### src/rtl/countdown_timer.sv
// rtl/countdown_timer.sv - MM:SS preset countdown timer with debounced keys, 7-seg display and alarm LEDs
module countdown_timer #(
    parameter int TICK_DIV        = 500000,
    parameter int DEBOUNCE_CYCLES = 1000000,
    parameter int BLINK_TICKS     = 25
) (
    input  logic       CLOCK_50,
    input  logic       key_reset,
    input  logic       key_start_pause,
    input  logic       key_set_min,
    input  logic       key_set_sec,
    output logic [6:0] hex5,
    output logic [6:0] hex4,
    output logic [6:0] hex3,
    output logic [6:0] hex2,
    output logic [6:0] hex1,
    output logic [6:0] hex0,
    output logic       led0,
    output logic       led1,
    output logic       led2,
    output logic       led3
);

    localparam int TW = $clog2(TICK_DIV + 1);
    localparam int DW = $clog2(DEBOUNCE_CYCLES + 1);
    localparam int BW = $clog2(BLINK_TICKS + 1);
    localparam logic [TW-1:0] TICK_MAX  = TW'(TICK_DIV - 1);
    localparam logic [DW-1:0] DB_MAX    = DW'(DEBOUNCE_CYCLES - 1);
    localparam logic [BW-1:0] BLINK_MAX = BW'(BLINK_TICKS - 1);

    typedef enum logic [1:0] {S_IDLE, S_RUN, S_PAUSE, S_EXPIRED} state_t;

    // key index: 2 = start_pause, 1 = set_min, 0 = set_sec
    logic [2:0]    key_raw;
    logic [2:0]    sync1_q, sync1_d, sync2_q, sync2_d;
    logic [2:0]    db_q, db_d, press_q, press_d;
    logic [DW-1:0] db_cnt_q [3];
    logic [DW-1:0] db_cnt_d [3];

    state_t        state_q, state_d;
    logic [15:0]   preset_q, preset_d;
    logic [23:0]   cnt_q, cnt_d;
    logic [TW-1:0] tick_cnt_q, tick_cnt_d;
    logic [BW-1:0] blink_cnt_q, blink_cnt_d;
    logic [3:0]    led_q, led_d;
    logic          tick;
    logic          led3_d;
    logic [23:0]   disp;

    assign key_raw = {key_start_pause, key_set_min, key_set_sec};

    function automatic logic [7:0] inc59(input logic [7:0] v);
        if (v[3:0] == 4'd9)
            return (v[7:4] == 4'd5) ? 8'h00 : {v[7:4] + 4'd1, 4'd0};
        return {v[7:4], v[3:0] + 4'd1};
    endfunction

    // Digit order low to high: CC units, CC tens, SS units, SS tens, MM units, MM tens
    function automatic logic [23:0] bcd_dec(input logic [23:0] v);
        logic [23:0] r;
        logic        borrow;
        logic [3:0]  d;
        logic [3:0]  lim;
        r      = v;
        borrow = 1'b1;
        for (int i = 0; i < 6; i++) begin
            d   = v[i*4 +: 4];
            lim = (i == 3 || i == 5) ? 4'd5 : 4'd9;
            if (borrow) begin
                if (d == 4'd0) begin
                    r[i*4 +: 4] = lim;
                end else begin
                    r[i*4 +: 4] = d - 4'd1;
                    borrow      = 1'b0;
                end
            end
        end
        return r;
    endfunction

    function automatic logic [6:0] seg(input logic [3:0] d);
        case (d)
            4'd0:    return 7'b1000000;
            4'd1:    return 7'b1111001;
            4'd2:    return 7'b0100100;
            4'd3:    return 7'b0110000;
            4'd4:    return 7'b0011001;
            4'd5:    return 7'b0010010;
            4'd6:    return 7'b0000010;
            4'd7:    return 7'b1111000;
            4'd8:    return 7'b0000000;
            4'd9:    return 7'b0010000;
            default: return 7'b1111111;
        endcase
    endfunction

    always_comb begin
        sync1_d = key_raw;
        sync2_d = sync1_q;
        for (int i = 0; i < 3; i++) begin
            db_d[i]     = db_q[i];
            db_cnt_d[i] = '0;
            if (sync2_q[i] != db_q[i]) begin
                if (db_cnt_q[i] == DB_MAX) db_d[i] = sync2_q[i];
                else                       db_cnt_d[i] = db_cnt_q[i] + 1'b1;
            end
        end
        press_d = db_q & ~db_d;
    end

    always_comb begin
        state_d     = state_q;
        preset_d    = preset_q;
        cnt_d       = cnt_q;
        tick_cnt_d  = '0;
        blink_cnt_d = blink_cnt_q;
        led3_d      = 1'b0;
        tick        = (tick_cnt_q == TICK_MAX);
        case (state_q)
            S_IDLE: begin
                if (press_q[2]) begin
                    if (preset_q != 16'h0000) begin
                        cnt_d   = {preset_q, 8'h00};
                        state_d = S_RUN;
                    end
                end else begin
                    if (press_q[1]) preset_d[15:8] = inc59(preset_q[15:8]);
                    if (press_q[0]) preset_d[7:0]  = inc59(preset_q[7:0]);
                end
            end
            S_RUN: begin
                tick_cnt_d = tick ? '0 : tick_cnt_q + 1'b1;
                if (press_q[2]) begin
                    state_d = S_PAUSE;
                end else if (tick) begin
                    cnt_d = bcd_dec(cnt_q);
                    if (cnt_d == 24'h0) begin
                        state_d     = S_EXPIRED;
                        blink_cnt_d = '0;
                        led3_d      = 1'b1;
                    end
                end
            end
            S_PAUSE: begin
                if (press_q[2]) state_d = S_RUN;
            end
            S_EXPIRED: begin
                tick_cnt_d = tick ? '0 : tick_cnt_q + 1'b1;
                led3_d     = led_q[3];
                if (press_q[2]) begin
                    state_d     = S_IDLE;
                    blink_cnt_d = '0;
                    led3_d      = 1'b0;
                end else if (tick) begin
                    if (blink_cnt_q == BLINK_MAX) begin
                        blink_cnt_d = '0;
                        led3_d      = ~led_q[3];
                    end else begin
                        blink_cnt_d = blink_cnt_q + 1'b1;
                    end
                end
            end
            default: state_d = S_IDLE;
        endcase
        led_d = {led3_d, state_d == S_EXPIRED, state_d == S_PAUSE, state_d == S_RUN};
    end

    always_ff @(posedge CLOCK_50 or negedge key_reset) begin
        if (!key_reset) begin
            sync1_q     <= 3'b111;
            sync2_q     <= 3'b111;
            db_q        <= 3'b111;
            press_q     <= 3'b000;
            for (int i = 0; i < 3; i++) db_cnt_q[i] <= '0;
            state_q     <= S_IDLE;
            preset_q    <= '0;
            cnt_q       <= '0;
            tick_cnt_q  <= '0;
            blink_cnt_q <= '0;
            led_q       <= '0;
        end else begin
            sync1_q     <= sync1_d;
            sync2_q     <= sync2_d;
            db_q        <= db_d;
            press_q     <= press_d;
            for (int i = 0; i < 3; i++) db_cnt_q[i] <= db_cnt_d[i];
            state_q     <= state_d;
            preset_q    <= preset_d;
            cnt_q       <= cnt_d;
            tick_cnt_q  <= tick_cnt_d;
            blink_cnt_q <= blink_cnt_d;
            led_q       <= led_d;
        end
    end

    assign disp = (state_q == S_IDLE) ? {preset_q, 8'h00} : cnt_q;
    assign hex5 = seg(disp[23:20]);
    assign hex4 = seg(disp[19:16]);
    assign hex3 = seg(disp[15:12]);
    assign hex2 = seg(disp[11:8]);
    assign hex1 = seg(disp[7:4]);
    assign hex0 = seg(disp[3:0]);
    assign led0 = led_q[0];
    assign led1 = led_q[1];
    assign led2 = led_q[2];
    assign led3 = led_q[3];

endmodule

### config.mk
export PLATFORM = sky130hd
export DESIGN_NAME = countdown_timer
export DESIGN_NICKNAME = d
export VERILOG_FILES = /design/src/rtl/countdown_timer.sv
export SDC_FILE = /design/constraint.sdc
export NUM_CORES = 1
export LEC_CHECK = 0
export CORE_UTILIZATION = 55
export CTS_BUF_LIST = sky130_fd_sc_hd__clkbuf_8 sky130_fd_sc_hd__clkbuf_16
export DETAILED_ROUTE_END_ITERATION = 10
export PLACE_DENSITY = 0.78
export SYNTH_ARGS = -nofsm -noshare
export SYNTH_HDL_FRONTEND = slang
export SYNTH_SLANG_ARGS = --single-unit
### constraint.sdc
create_clock -name CLOCK_50 -period 2.3 [get_ports CLOCK_50]
set_clock_uncertainty 0.05 [all_clocks]
set_input_delay 0.46 -clock CLOCK_50 [delete_from_list [all_inputs] [get_ports CLOCK_50]]
set_output_delay 0.46 -clock CLOCK_50 [all_outputs]
set_load 0.05 [all_outputs]
==> impl_metrics.env <==
export IMPL_gp_congestion=0.859
export IMPL_cts_htree_levels=4
export IMPL_ant_nets=0
export IMPL_root_buffer="clkbuf_16"
export IMPL_grt_use_total_pct=28.7
export IMPL_syn_inst=932
export IMPL_yosysTopAreaCell="dfrtp_1"
export IMPL_syn_nets=973
export IMPL_tightest_slew_ns=0.534
export IMPL_diodes=0
export IMPL_clk_path_buf_depth=2
export IMPL_p_switching_mw=1.25
export IMPL_path_max_fanout=6
export IMPL_ys_ff_latch=142
export IMPL_ys_top_cells_by_area="dfrtp_1, nor2_1, ha_1, xor2_1, nand2_1"
export IMPL_crit_type="reg2out"
export IMPL_syn_area_um2=8480
export IMPL_placed_cell_area_um2=10700
export IMPL_ir_drop_mv=0.844
export IMPL_synthFlopType="dfrtp_1"
export IMPL_cts_tree="yes"
export IMPL_drv_slew=0
export IMPL_power_density_nw_per_um2=436
export IMPL_synth_top_area_share_pct=39.2
export IMPL_port_buffers=50
export IMPL_grt_overflow_total=0
export IMPL_die_h_um=126
export IMPL_yosysWarnings=0
export IMPL_rows=45
export IMPL_nNetsFinal=1154
export IMPL_min_period_over_period_pct=128
export IMPL_drt_first_pass_iters=9
export IMPL_cts_sinks=142
export IMPL_stdcell_area_um2=12400
export IMPL_drt_wirelength_per_cell_um=20.4
export IMPL_grt_max_degree=58
export IMPL_violations="setup timing"
export IMPL_seq_power_share_pct=46.9
export IMPL_worstPathArrival_ns=2.43
export IMPL_p_comb_share_pct=2.1
export IMPL_viasPerCell=6.33
export IMPL_wirelength_um=26800
export IMPL_grt_pass1_wl_um=36800
export IMPL_min_period_ns=2.94
export IMPL_ios=51
export IMPL_drc=0
export IMPL_setup_ws_ns=-0.639
export IMPL_p_int_mw=4.16
export IMPL_cp_required_ns=1.79
export IMPL_place_ws_ns=-0.119
export IMPL_syn_to_final_growth_pct=46.4
export IMPL_drv_cap=0
export IMPL_dp_hpwl_um=13800
export IMPL_grt_setup_unrepaired="true"
export IMPL_cts_buffers=17
export IMPL_place_inst=1247
export IMPL_clkPwrFrac_pct=51.0
export IMPL_switching_share_pct=23.1
export IMPL_hp_class="reg2reg"
export IMPL_critPathLaunchType="flop"
export IMPL_coreArea_um2=15100
export IMPL_synth_edf_count=0
export IMPL_start_util_pct=56.0
export IMPL_setup_violations=61
export IMPL_ys_seq_area_share_pct=42.0
export IMPL_async_reset_ff_share_pct=100
export IMPL_clk_pin_slew_ns=0.06
export IMPL_p_leak_nw=5.40
export IMPL_antenna_found_initial=0
export IMPL_clk_latency_ns=0.43
export IMPL_endpoint_kind="output port"
export IMPL_syn_area_per_cell_um2=9.10
export IMPL_relSlewSlack_pct=64.3
export IMPL_vias=8320
export IMPL_drive_above_1_share_pct=36.8
export IMPL_fin_cells=1314
export IMPL_grt_pass1_vias=7665
export IMPL_status="complete, but fails checks"
export IMPL_ys_types=69
export IMPL_dieWidth_um=126
export IMPL_max_freq_mhz=340
export IMPL_hold_viol_final=0
export IMPL_die_area_um2=15900
export IMPL_drt_iter0_markers=824
[cell usage after synthesis (all sizes together) (4+ instances only)]
library cell,count
a22oi,12
a21oi,46
and3,14
inv,32
mux2,13
o31ai,8
a21o,6
or2,4
o21ai,51
and4,10
nor4b,6
o21a,13
nand2b,9
clkbuf,23
and2,8
nor2b,10
dfstp,9
nand4,22
nor4,17
nor3,21
xnor2,32
mux2i,17
o22ai,6
ha,36
xor2,50
dfrtp,133
buf,12
a211oi,7
or3,5
nor2,133
nand3,44
nor3b,5
nand2,82
[metrics by stage]
| step | total power, mW | hold slack (ns) | utilization (%) | setup TNS, ns |
|---|---|---|---|---|
| finish | 5.42 | 0.309 | 82.0 | -24.47 |
| global placement | 2.69 | 0.297 | 70.8 | -0.542 |
| global route | 5.55 | 0.309 | 82.0 | -27.87 |
| floorplan | 2.61 | 0.114 | - | -5.66 |
| detailed placement | 2.69 | 0.300 | 70.8 | -1.56 |
| CTS | 5.42 | 0.308 | 77.6 | -17.66 |
[cell families (layout without fill, tap and decap cells)]
family                     count (synthesis)  count (layout)  share of synthesized area, %
and+or+nand+nor                          401             401                          24.0
AOI/OAI and AO/OA                        174             174                          12.9
DFF                                      142             142                          42.0
xor gates and xnor gates                  82              82                          8.47
buffers and inverters                     67             261                          3.57
adders and majority gates                 36              36                          5.31
muxes                                     30              30                          3.73
[metal layers]
metal  up-vias  part of all wire [%]  global-route usage, %
met5         -                     0                      0
met4         0                   7.4                   12.5
met3       188                   6.6                   5.48
met2       510                    49                   49.5
met1      3970                    37                   35.1
li1       3652                     -                      -
[area by class of cell]
class,count,area (µm²)
multi-input cells,723,5720
flip-flops and latches,142,3570
fillers,752,2730
repair buffers,197,2180
clock buffers,17,425
well taps,188,235
clock inverters,15,159
inverters,32,130
[critical path, cell delays in order (launching register included)]
cell and delay [ns]:
dfrtp_1 0.43, nor2_4 0.18, buf_6 0.12, clkbuf_16 0.15
buf_4 0.12, mux2i_2 0.24, nand2b_1 0.24, inv_1 0.09
a22oi_2 0.25, buf_12 0.17
[power groups by stage]
stage | clock network [mW] | logic [mW] | registers, mW
floorplan | 0 | 0.0335 | 2.58
global placement | 0 | 0.111 | 2.58
detailed placement | 0 | 0.112 | 2.58
CTS | 2.77 | 0.114 | 2.54
global route | 2.88 | 0.130 | 2.54
finish | 2.76 | 0.113 | 2.54
[final timing paths]
| check | start | slack [ns] | to | cells after the start |
|---|---|---|---|---|
| max | state_q[0] | -0.64 | hex2[4] | 9 |
| min in group asynchronous | key_reset | 0.48 | preset_q[12] | 2 |
| min reg2reg | sync1_q[2] | 0.31 | sync2_q[2] | 0 |
| max in group asynchronous | key_reset | 1.01 | sync2_q[2] | 3 |
| min | sync1_q[2] | 0.31 | sync2_q[2] | 0 |
| max reg2reg | tick_cnt_q[0] | -0.26 | cnt_q[9] | 9 |
[state kept, by name, indices dropped and copies added, names as in the netlist]
name	flops
press_q	3
db_q	3
blink_cnt_q	5
tick_cnt_q	19
sync2_q	3
state_q	2
sync1_q	3
led_q	4
db_cnt_q	60
preset_q	16
cnt_q	24
[layout by cell type, fill, tap and decap left out, types with 9 or more instances in the layout]
master,n
nor2b_1,10
nor3_1,18
ha_1,18
dfstp_2,9
buf_4,114
ha_4,14
a22oi_2,9
mux2i_4,13
nand2_1,72
clkbuf_16,18
a21oi_4,9
nor2_1,118
dfrtp_1,132
xor2_1,50
xnor2_1,29
and3_1,14
nand4_1,20
a21oi_2,11
buf_12,44
and4_1,9
inv_1,23
o21ai_1,11
a21oi_1,26
nor2_2,11
nand3_1,40
buf_6,30
o21ai_0,30
o21ai_2,9
[what timing repair did]
item,in CTS,in global routing
resized for setup,81,91
endpoints found under the setup margin,49,80
setup buffers,13,21
hold buffers,1,0
pin swaps,23,50
hold endpoints to repair,39,0
cloned,0,1
Power figures use the tool's default switching activity.
